File: src/rtl/axis_register_slice.sv
// Single-stage AXI4-Stream register slice (skid buffer): every forward field and the
// backward tready are registered. Define AXIS_REGISTER_SLICE_TSTRB_TKEEP_EN to carry tstrb/tkeep.
module axis_register_slice #(
    parameter int N = 8,
    parameter int I = 1,
    parameter int D = 1,
    parameter int U = 1
) (
    input  logic           aclk,
    input  logic           aresetn,
    input  logic           axis_in_tvalid,
    output logic           axis_in_tready,
    input  logic [N*8-1:0] axis_in_tdata,
    input  logic [I-1:0]   axis_in_tid,
    input  logic [D-1:0]   axis_in_tdest,
    input  logic [U-1:0]   axis_in_tuser,
    input  logic           axis_in_tlast,
`ifdef AXIS_REGISTER_SLICE_TSTRB_TKEEP_EN
    input  logic [N-1:0]   axis_in_tstrb,
    input  logic [N-1:0]   axis_in_tkeep,
    output logic [N-1:0]   axis_out_tstrb,
    output logic [N-1:0]   axis_out_tkeep,
`endif
    output logic           axis_out_tvalid,
    input  logic           axis_out_tready,
    output logic [N*8-1:0] axis_out_tdata,
    output logic [I-1:0]   axis_out_tid,
    output logic [D-1:0]   axis_out_tdest,
    output logic [U-1:0]   axis_out_tuser,
    output logic           axis_out_tlast
);

`ifdef AXIS_REGISTER_SLICE_TSTRB_TKEEP_EN
    localparam int W = N*8 + 2*N + I + D + U + 1;
`else
    localparam int W = N*8 + I + D + U + 1;
`endif

    typedef enum logic [1:0] {
        EMPTY = 2'b00,
        ONE   = 2'b10,
        FULL  = 2'b11
    } state_e;

    logic [W-1:0] in_word_s;
    logic [W-1:0] out_word_r;
    logic [W-1:0] skid_word_r;
    logic         out_valid_r;
    logic         skid_valid_r;
    logic         in_ready_r;
    logic         out_valid_s;
    logic         skid_valid_s;
    logic         load_out_in_s;
    logic         load_out_skid_s;
    logic         load_skid_s;
    logic         accept_s;
    logic         deliver_s;
    state_e       state_s;

`ifdef AXIS_REGISTER_SLICE_TSTRB_TKEEP_EN
    assign in_word_s = {axis_in_tstrb, axis_in_tkeep, axis_in_tdata, axis_in_tid,
                        axis_in_tdest, axis_in_tuser, axis_in_tlast};
    assign {axis_out_tstrb, axis_out_tkeep, axis_out_tdata, axis_out_tid,
            axis_out_tdest, axis_out_tuser, axis_out_tlast} = out_word_r;
`else
    assign in_word_s = {axis_in_tdata, axis_in_tid, axis_in_tdest, axis_in_tuser, axis_in_tlast};
    assign {axis_out_tdata, axis_out_tid, axis_out_tdest, axis_out_tuser, axis_out_tlast} = out_word_r;
`endif

    assign axis_in_tready  = in_ready_r;
    assign axis_out_tvalid = out_valid_r;
    assign accept_s        = axis_in_tvalid & in_ready_r;
    assign deliver_s       = out_valid_r & axis_out_tready;
    assign state_s         = state_e'({out_valid_r, skid_valid_r});

    // Next-state and register-load decode for the EMPTY/ONE/FULL occupancy states.
    always_comb begin
        out_valid_s     = out_valid_r;
        skid_valid_s    = skid_valid_r;
        load_out_in_s   = 1'b0;
        load_out_skid_s = 1'b0;
        load_skid_s     = 1'b0;
        case (state_s)
            EMPTY: begin
                if (accept_s) begin
                    out_valid_s   = 1'b1;
                    load_out_in_s = 1'b1;
                end else begin
                    out_valid_s   = 1'b0;
                end
            end
            ONE: begin
                if (accept_s && deliver_s) begin
                    load_out_in_s = 1'b1;
                end else if (accept_s) begin
                    skid_valid_s  = 1'b1;
                    load_skid_s   = 1'b1;
                end else if (deliver_s) begin
                    out_valid_s   = 1'b0;
                end else begin
                    out_valid_s   = 1'b1;
                end
            end
            FULL: begin
                // tready is low here, so the only possible event is a delivery
                if (deliver_s) begin
                    skid_valid_s    = 1'b0;
                    load_out_skid_s = 1'b1;
                end else begin
                    skid_valid_s    = 1'b1;
                end
            end
            default: begin
                out_valid_s  = 1'b0;
                skid_valid_s = 1'b0;
            end
        endcase
    end

    // Occupancy flags and the registered upstream ready.
    always_ff @(posedge aclk or negedge aresetn) begin
        if (!aresetn) begin
            out_valid_r  <= 1'b0;
            skid_valid_r <= 1'b0;
            in_ready_r   <= 1'b0;
        end else begin
            out_valid_r  <= out_valid_s;
            skid_valid_r <= skid_valid_s;
            in_ready_r   <= ~skid_valid_s;
        end
    end

    // Payload registers; contents are meaningless while the matching valid is low.
    always_ff @(posedge aclk) begin
        if (load_out_in_s) begin
            out_word_r <= in_word_s;
        end else if (load_out_skid_s) begin
            out_word_r <= skid_word_r;
        end else begin
            out_word_r <= out_word_r;
        end
        if (load_skid_s) begin
            skid_word_r <= in_word_s;
        end else begin
            skid_word_r <= skid_word_r;
        end
    end

endmodule

File: config.mk
export PLATFORM = sky130hd
export DESIGN_NAME = axis_register_slice
export DESIGN_NICKNAME = d
export VERILOG_FILES = /design/src/rtl/axis_register_slice.sv
export SDC_FILE = /design/constraint.sdc
export NUM_CORES = 1
export LEC_CHECK = 0
export ABC_AREA = 1
export BUFFER_PORTS_ARGS = -buffer_cell sky130_fd_sc_hd__buf_4
export CORE_MARGIN = 3
export CORE_UTILIZATION = 51
export CTS_BUF_LIST = sky130_fd_sc_hd__clkbuf_4
export CTS_CLUSTER_DIAMETER = 60
export DETAILED_ROUTE_END_ITERATION = 16
export GPL_TIMING_DRIVEN = 0
export PLACE_DENSITY = 0.78
export SYNTH_ARGS = -nofsm -noshare
export SYNTH_HDL_FRONTEND = slang
export SYNTH_SLANG_ARGS = --single-unit
File: constraint.sdc
create_clock -name aclk -period 5.7 [get_ports aclk]
set_clock_uncertainty 0.15 [all_clocks]
set_input_delay 1.71 -clock aclk [delete_from_list [all_inputs] [get_ports aclk]]
set_output_delay 1.71 -clock aclk [all_outputs]
set_load 0.02 [all_outputs]
==> results of run 1 <==
cells in the final DEF (no fill, tap or decap), types with 2 or more instances in the layout:
cell type    n
clkinv_1     2
nand2_2      2
nand2_1    138
edfxtp_1   136
buf_1        8
buf_2        3
nor2_1       2
inv_1        4
clkbuf_1     7
dfrtp_1      3
clkinv_2     3
buf_4      143
clkbuf_4    23
buf_12       2
nor2_4       2
bufinv_16    3
nand3_1     69
sequential cells by signal, indices dropped and copies added (netlist names):
signal,flops
skid_word_r,68
axis_out_tvalid,1
skid_valid_r,1
axis_in_tready,1
out_word_r,68
power by group through the flow:
stage,combinational (mW),clock (mW),sequential (mW)
2_1_floorplan,0.138,0,1.38
3_3_place_gp,0.395,0,1.30
3_5_place_dp,0.415,0,1.30
4_1_cts,0.416,0.671,1.27
5_1_grt,0.450,0.715,1.28
6_report,0.409,0.656,1.27
final cells by class:
class	count	share of cell area (%)
repair buffers	143	16.3
well taps	133	2.46
diodes	1	0.0370
clock inverters	9	1.80
flip-flops and latches	139	61.6
clock buffers	23	2.56
inverters	4	0.222
multi-input cells	215	13.7
plain buffers	21	1.44
stage by stage:
stage	setup slack, ps	instance area [um2]	std cells	power [mW]
after floorplan	23.0	5180	379	1.52
after global placement	-1340	6400	653	1.70
after detailed placement	1730	6460	655	1.71
after CTS	2290	6750	687	2.36
after global routing	2170	6760	688	2.45
final	2320	6760	688	2.34
critical path, cell delays in order:
cell and delay (ps):
buf_4 70, nand2_1 90, nor2_4 210, nand2_2 170, buf_2 230, buf_6 170, nand2_4 660
Yosys cell counts, drive strengths merged:
cell	count	area (um2)
nand2	141	534
edfxtp	136	4080
nand3	69	345
buf	14	71.3
clkbuf	7	26.3
inv	4	15.0
nor2	4	22.5
dfrtp	3	75.1
o21ai	1	5.00
layer usage:
layer | vias up | GRT usage, %
li1 | 1666 | -
met5 | - | 0
met3 | 20 | 6.08
met1 | 1595 | 23.7
met4 | 0 | 7.95
met2 | 125 | 35.1
cell families after synthesis:
family,after synthesis
flops,139
simple gates,214
compound gates,1
buf+inv,25
worst paths after layout:
check                                 from             end
max                         axis_in_tvalid  out_word_r[29]
min in group asynchronous          aresetn  axis_in_tready
min reg2reg                skid_word_r[37]  out_word_r[37]
max reg2reg                 axis_in_tready  out_word_r[29]
max in group asynchronous          aresetn    skid_valid_r
min                        skid_word_r[37]  out_word_r[37]
==> metrics.md, run 1 <==
| Metric | Value |
|---|---|
| CTS max path bufs | 2 |
| Routed length on met1 | 4190 um |
| CTS tree | built |
| Worst setup SP type | input port |
| Die Width | 107 um |
| Max_slew headroom | 39.2% |
| Largest net degree at the start of global routing | 69 |
| Nets | 613 |
| 1st-iter DRT viols | 172 |
| Final Hold Fails | 0 |
| Status | complete, no violations |
| Die height | approximately 110 um |
| CTS buffer count | 17 |
| # setup viols final | 0 |
| Vias in the first global route | around 3600 |
| Net switching power | 0.611 mW |
| Num rows | 36 |
| Synth cell types | 14 |
| Final period util | 59.2% |
| Hold Worst Slack | 364 ps |
| Detailed Route WL | 10700 um |
| Initial antenna violation count | 1 |
| Root buffer cell | clkbuf_4 |
| Post-synthesis net count | between 400 and 500 |
| Highest routed layer | met4 |
| Initial Utilization | a little over half |
| VDD IR-drop max | 0.201 mV |
| Crit Path Max Fanout | slightly below 70 |
| Total gr overflow | 0 |
| Avg Vias per Cell | 4.95 |
| Power Density | 346 nW/um2 |
| Seq/Total Area, Yosys | 80.3% |
| Post-Syn Instances | 379 |
| Synthesized area | 5180 um2 |
| WS Path Type | input port to register |
| WL met2 | 5720 um |
| RD Place Congestion | 0.783 |
| Fin Setup TNS | 0 ps |
| Die area | 11400 um2 |
| Buffers on Ports | 141 |
| Yosys warnings | 0 |
| Worst Hold Class | register to register |
| First-pass GRT wire length | approximately 17000 um |
| Post-synthesis xor/xnor area fraction | 0% |
| Peak Freq | roughly 300 MHz |
| H-tree Lvls | 4 |
| WP data required | 5680 ps |
| Area of the multi-input gates | roughly 920 um2 |
| Vias | roughly 3400 |
| Clock transition at path regs | 100 ps |
| Cts hold-fix bufs | 0 |
| Fin. max-slew vios | 0 |
| Post-Synth Adder-Cell Area | 0% |
| DRT Pass-1 Iters | 4 |
| Hold Path Stages | 2 |
| Post-Synth Simple-Gate Area | 17.4% |
| TritonCTS sink count | between 100 and 150 |
| Placeable core area | 9820 um2 |
| Crit path time final | 3380 ps |
| Met3 routed WL | 636 um |
| RSZ-0062 raised after global routing | false |
| Flop pwr share | 54.5% |
| Resized cells post-CTS | 0 |
| Share of cells above drive strength 1 | 33.2% |
| # Max-Cap Violations | 0 |
| Clk pwr share | 28.0% |
| R2r setup slk | about 3200 ps |
| Util after Layout | between 60% and 70% |
| GRT Util Overall | 20.2% |
| Antenna Nets Post-Route | 0 |
| P&R area growth vs syn | 30.4% |
| FF+latch area | a little over 4000 um2 |
| Pleak | 2.84 nW |
| Largest family of logic cells by synthesized area | simple AND/OR/NAND/NOR gates |
| Logic pwr share | 17.5% |
| CP endpoint kind | register |
| Sw Ratio | 26.1% |
| Mux contribution to synthesized area | 0% |
| DRC | 0 |
| Int Pwr | 1.73 mW |
| R2R depth | 6 |
| Worst Tran Pin Value | 913 ps |
| Fill cells | 754 |
| Synthesized flop and latch total | between 100 and 150 |
| Setup bufs post-CTS | 0 |
| Latest clock arrival within the worst-skew pair | 500 ps |
| Syn Area/Cell | 13.7 um2 |
| WL/cell | 15.6 um |
| Complex-gate fraction of the synthesized area | less than 1% |
| Dpl hpwl | 7380 um |
| Worst EP arrival | 3350 ps |
| I/O pins | between 100 and 150 |
Note: power is estimated with default switching activity, not from simulation.
==> run 2: changes to the inputs <==
Clock period 5.7 ns to 3.2 ns, I/O delays scaled along.
==> run 2 against run 1 <==
Compared with the run above:
- clock power up 75%
- die area unchanged
- design area up 0.31%
- global-route usage down 0.73 points
- register-to-register slack worse by 2600 ps
- combinational power up 79%
- wire length down 0.79%
- sequential share of layout area down 0.19 points
- critical path type unchanged
- critical endpoint is now skid_word_r[25]
- highest routed layer unchanged
==> metrics.md, run 2 (synthesis results as in run 1) <==
| Metric | Value |
|---|---|
| Pleak | between 2 and 3 nW |
| Worst Hold Class | register to register |
| DRC | 0 |
| Commonest non-fill, non-tap cell in the layout | buf_4 |
| WL/cell | 15.5 um |
| Total gr overflow | 0 |
| Worst EP arrival | 2860 ps |
| Worst Tran Pin Value | approximately 1000 ps |
| WP data required | 3280 ps |
| WS Path Type | input port to register |
| Util after Layout | 69.0% |
| CP max stage cell | nor2_4 |
| Antenna Nets Post-Route | 0 |
| Max_slew headroom | 34.5% |
| Vias | 3452 |
| Reg-to-reg critical path startpoint | axis_out_tvalid |
| Slowest stage delay, CP | 830 ps |
| Die Width | 107 um |
| FF-to-FF End | skid_word_r[25] |
| Fin. max-slew vios | 0 |
| Power Total | 4.15 mW |
| Final Hold Fails | 0 |
| Instance count on the critical path | 7 |
| TritonCTS sink count | 139 |
| Worst setup SP type | input port |
| CP dominant cell by count | buf_16 |
| Num rows | 36 |
| Initial antenna violation count | 0 |
| Initial Utilization | 52.7% |
| Non-filler cells, final | 687 |
| Routed length on met1 | between 4000 and 5000 um |
| Crit path time final | 2790 ps |
| CTS max path bufs | 2 |
| Critical path's top delay family | simple AND/OR/NAND/NOR gates |
| Avg Vias per Cell | 5.02 |
| Peak Freq | 359 MHz |
| Largest regs | out_word_r x68, skid_word_r x68 |
| P&R area growth vs syn | 30.9% |
| CP endpoint kind | register |
| Met3 routed WL | between 800 and 900 um |
| H-tree Lvls | 4 |
| Placeable core area | 9820 um2 |
| Crit Path Max Fanout | 31 |
| DRT Pass-1 Iters | 4 |
| CP cell instances | buf_4 -> inv_1 -> nand2_2 -> clkbuf_1 -> nor2_4 -> buf_16 -> buf_16 |
| Buffers on Ports | approximately 140 |
| Die height | 107 um |
| Largest net degree at the start of global routing | 69 |
| Detailed Route WL | 10600 um |
| Placed insts | 655 |
| I/O pins | roughly 140 |
| Die area | 11400 um2 |
| Clock transition at path regs | approximately 110 ps |
| Dpl hpwl | roughly 7300 um |
| Share of cells above drive strength 1 | roughly 33% |
| RSZ-0062 raised after global routing | false |
| End of the critical path | skid_word_r[25] |
| Pre-CTS setup slack | -164 ps |
| R2r setup slk | about 590 ps |
| Final period util | about 87% |
| CP startpoint | axis_out_tready |
| Nets | 614 |
| Hold_sp | skid_word_r[47] |
| CTS buffer count | 17 |
| Vias in the first global route | approximately 3400 |
| 1st-iter DRT viols | 149 |
| Hold Worst Slack | 356 ps |
| RD Place Congestion | 0.781 |
| # setup viols final | 0 |
| Diodes inserted | 0 |
| Commonest cells after routing, fill and taps aside | buf_4, nand2_1, edfxtp_1 |
| Buf+Inv Stages, Crit Path | 5 |
| First-pass GRT wire length | between 15000 and 20000 um |
| R2R depth | 5 |
| WL met2 | 5500 um |
| Latest clock arrival within the worst-skew pair | 520 ps |
| # Max-Cap Violations | 0 |
| Highest routed layer | met4 |
| VDD IR-drop max | 0.391 mV |
| CTS tree | built |
| Power Density | 613 nW/um2 |
| Root buffer cell | clkbuf_4 |
| GRT Util Overall | slightly below 20% |
| Status | complete, no violations |
| Post-route setup slack | approximately 410 ps |
-- run 2: cell types whose count changed in the layout (fill, tap and decap cells not counted), sizes merged --
cell,delta
clkinv,+3
diode,-1
dlygate4sd3,+1
clkbuf,-4
-- run 2: worst reg2reg max path, stage by stage, from the launching register on --
cell	delay [ps]
dfrtp_1	420
nand2_2	180
clkbuf_1	300
nor2_4	830
buf_16	260
buf_16	170
-- run 2: metrics by stage --
step	TNS (ps)	area, um2
2_1_floorplan	0	5190
3_3_place_gp	-64160	6410
3_5_place_dp	-2940	6470
4_1_cts	0	6770
5_1_grt	0	6780
6_report	0	6780
-- run 2: final cells by class --
| type | instances | area [um2] |
|---|---|---|
| multi-input combinational | 215 | 922 |
| buffer | 21 | 97.6 |
| inverter | 4 | 15.0 |
| tap | 133 | 166 |
| timing repair buffer | 144 | 1120 |
| clock buffer | 19 | 143 |
| clock inverter | 12 | 150 |
| fill | 721 | 3040 |
| sequential | 139 | 4160 |
-- run 2: report_power, final --
part | leakage (nW) | total (mW) | switching (mW) | internal [mW]
Sequential | 1.30 | 2.27 | 0.0496 | 2.22
Clock | 0.166 | 1.15 | 0.599 | 0.553
Combinational | 1.38 | 0.733 | 0.460 | 0.274
Total | 2.85 | 4.15 | 1.11 | 3.05
-- run 2: per-layer routing --
| metal | GRT usage [%] | up-vias |
|---|---|---|
| met2 | 32.8 | 140 |
| met4 | 6.58 | 0 |
| met5 | 0 | - |
| met1 | 24.0 | 1639 |
| met3 | 6.26 | 4 |
| li1 | - | 1669 |
-- run 2: how the worst min path moves through the flow --
stage | endpoint | cells after the start
6_report | out_word_r[47] | 2
5_1_grt | out_word_r[47] | 2
4_1_cts | skid_valid_r | 1
3_5_place_dp | out_word_r[47] | 2
3_3_place_gp | out_word_r[2] | 2
2_1_floorplan | out_word_r[0] | 2
-- run 2: repair_timing --
item,CTS,global route
resized for setup,0,0
hold buffers,0,1
setup buffers,0,0
endpoints found under the hold margin,0,3
==> run 3: changes to the inputs <==
Settings changed: CELL_PAD_IN_SITES_DETAIL_PLACEMENT set to 1, CELL_PAD_IN_SITES_GLOBAL_PLACEMENT set to 1, CORE_UTILIZATION 51 to 43, PLACE_DENSITY 0.78 to not set, PLACE_DENSITY_LB_ADDON set to 0.1.
==> run 3 against run 2 <==
Compared with the run above:
- final cell count is 1.7% higher
- fmax is 5.0% higher
- highest routed layer unchanged
- total power is 4.5% lower
- via count is 0.35% lower
- utilization is 11 points lower
==> metrics.md, run 3 (synthesis results as in run 1) <==
| Metric | Value |
|---|---|
| Status | complete, no violations |
| Dpl hpwl | 8370 um |
| RSZ-0062 raised after global routing | false |
| CTS max path bufs | 2 |
| H-tree Lvls | 4 |
| Commonest non-fill, non-tap cell in the layout | buf_4 |
| FF-to-FF End | skid_word_r[29] |
| CP startpoint | axis_out_tready |
| Initial Utilization | around 45% |
| Die height | approximately 120 um |
| Resized cells post-CTS | 0 |
| Share of cells above drive strength 1 | approximately 33% |
| CP endpoint kind | register |
| Max_slew headroom | ~57% |
| Setup bufs post-CTS | 0 |
| Worst EP arrival | 2730 ps |
| Commonest cells after routing, fill and taps aside | buf_4, nand2_1, edfxtp_1 |
| Hold Worst Slack | about 360 ps |
| Power Density | 589 nW/um2 |
| R2r setup slk | 720 ps |
| Die Width | 116 um |
| Placeable core area | 11600 um2 |
| Met2 Resource Use GR | 32.6% |
| Crit path time final | 2650 ps |
| Die area | 13400 um2 |
| GRT Util Overall | 19.2% |
| 1st-iter DRT viols | 205 |
| Reg-to-reg critical path startpoint | skid_valid_r |
| Crit Path Max Fanout | 26 |
| Root buffer cell | clkbuf_4 |
| Detailed Route WL | 12200 um |
| R2R depth | 6 |
| Hold Path Stages | 2 |
| Met3 GRT Util | 6.53% |
| Pre-CTS setup slack | -20.5 ps |
| P&R area growth vs syn | 30.0% |
| Clock transition at path regs | 100 ps |
| I/O pins | 142 |
| WP data required | 3280 ps |
| End of the critical path | skid_word_r[29] |
| Worst setup SP type | input port |
| # Max-Cap Violations | 0 |
| Vias | roughly 3400 |
| Vias in the first global route | roughly 3700 |
| DRT Pass-1 Iters | 4 |
| CTS buffer count | 17 |
| Latest clock arrival within the worst-skew pair | 520 ps |
| Non-filler cells, final | approximately 700 |
| Fin. max-slew vios | 0 |
| Nets | 615 |
| VDD IR-drop max | 0.307 mV |
| Largest net degree at the start of global routing | 59 |
| DP Area | 6500 um2 |
| # setup viols final | 0 |
| DRC | 0 |
| First-pass GRT wire length | 19000 um |
| Pleak | 2.83 nW |
| Placed insts | 666 |
| Peak Freq | 377 MHz |
| Top Usage Layer GRT | met2 |
| TritonCTS sink count | 139 |
| Antenna Nets Post-Route | 0 |
| Final instance area | between 6000 and 7000 um2 |
| Worst Hold Class | register to register |
| WL/cell | ~17 um |
| WS Path Type | input port to register |
| Post-route setup slack | 546 ps |
| Worst Tran Pin Value | between 600 and 700 ps |
| CTS tree | built |
| Buffers on Ports | 141 |
| Fill cells | around 1200 |
| Util after Layout | 58.0% |
| Largest regs | out_word_r x68, skid_word_r x68 |
| Final Hold Fails | 0 |
| RD Place Congestion | a little under 0.8 |
| Initial antenna violation count | 0 |
| GR Layer Usage met1 | 22.6% |
| Total gr overflow | 0 |
| Final period util | 82.9% |
| Diodes inserted | 0 |
| Avg Vias per Cell | between 4 and 5 |
| Num rows | 39 |
-- run 3: cell count changes in the layout (fill, tap and decap cells not counted), sizes merged --
cell,previous run,this run
clkbuf,26,33
bufinv,3,0
clkinv,9,6
buf,157,158
-- run 3: final cells by class --
class                           count  area, um2  area share [%]
Buffer                             21       97.6            1.45
Clock buffer                       26        195            2.90
Clock inverter                      6       26.3           0.390
Inverter                            4       15.0           0.223
Multi-Input combinational cell    215        922            13.7
Sequential cell                   139       4160            61.8
Tap cell                          143        179            2.66
Timing Repair Buffer              145       1140            16.9
-- run 3: report_power, final --
| part | switching (mW) | internal [mW] |
|---|---|---|
| sequential | 0.0494 | 2.22 |
| clock | 0.565 | 0.375 |
| combinational | 0.478 | 0.282 |
| total | 1.09 | 2.87 |
-- run 3: how the worst min path moves through the flow --
stage,from,endpoint
detailed placement,skid_word_r[41],out_word_r[41]
floorplan,skid_word_r[0],out_word_r[0]
CTS,skid_word_r[61],out_word_r[61]
finish,skid_word_r[61],out_word_r[61]
global placement,skid_word_r[6],out_word_r[6]
global route,axis_in_tdata[8],skid_word_r[12]
-- run 3: per-stage QoR --
stage | TNS [ps] | power (mW)
2_1_floorplan | 0 | 2.70
3_3_place_gp | -84210 | 3.04
3_5_place_dp | -471 | 3.08
4_1_cts | 0 | 4.02
5_1_grt | 0 | 4.18
6_report | 0 | 3.96
-- run 3: worst max-delay path, stage by stage --
cell and delay (ps):
buf_4 120, inv_1 80, nand2_2 150, clkbuf_1 310
nor2_4 590, buf_12 280, buf_12 210
-- run 3: timing repair --
action                                  4_1_cts  5_1_grt
endpoints found under the setup margin        0        0
hold buffers                                  1        0
hold endpoints to repair                      3        0
-- run 3: layer usage --
layer | vias to the layer above | wire length [um]
met5 | - | 0
met4 | 0 | 199
met3 | 18 | 849
met2 | 111 | 6140
met1 | 1642 | 4980
li1 | 1669 | -
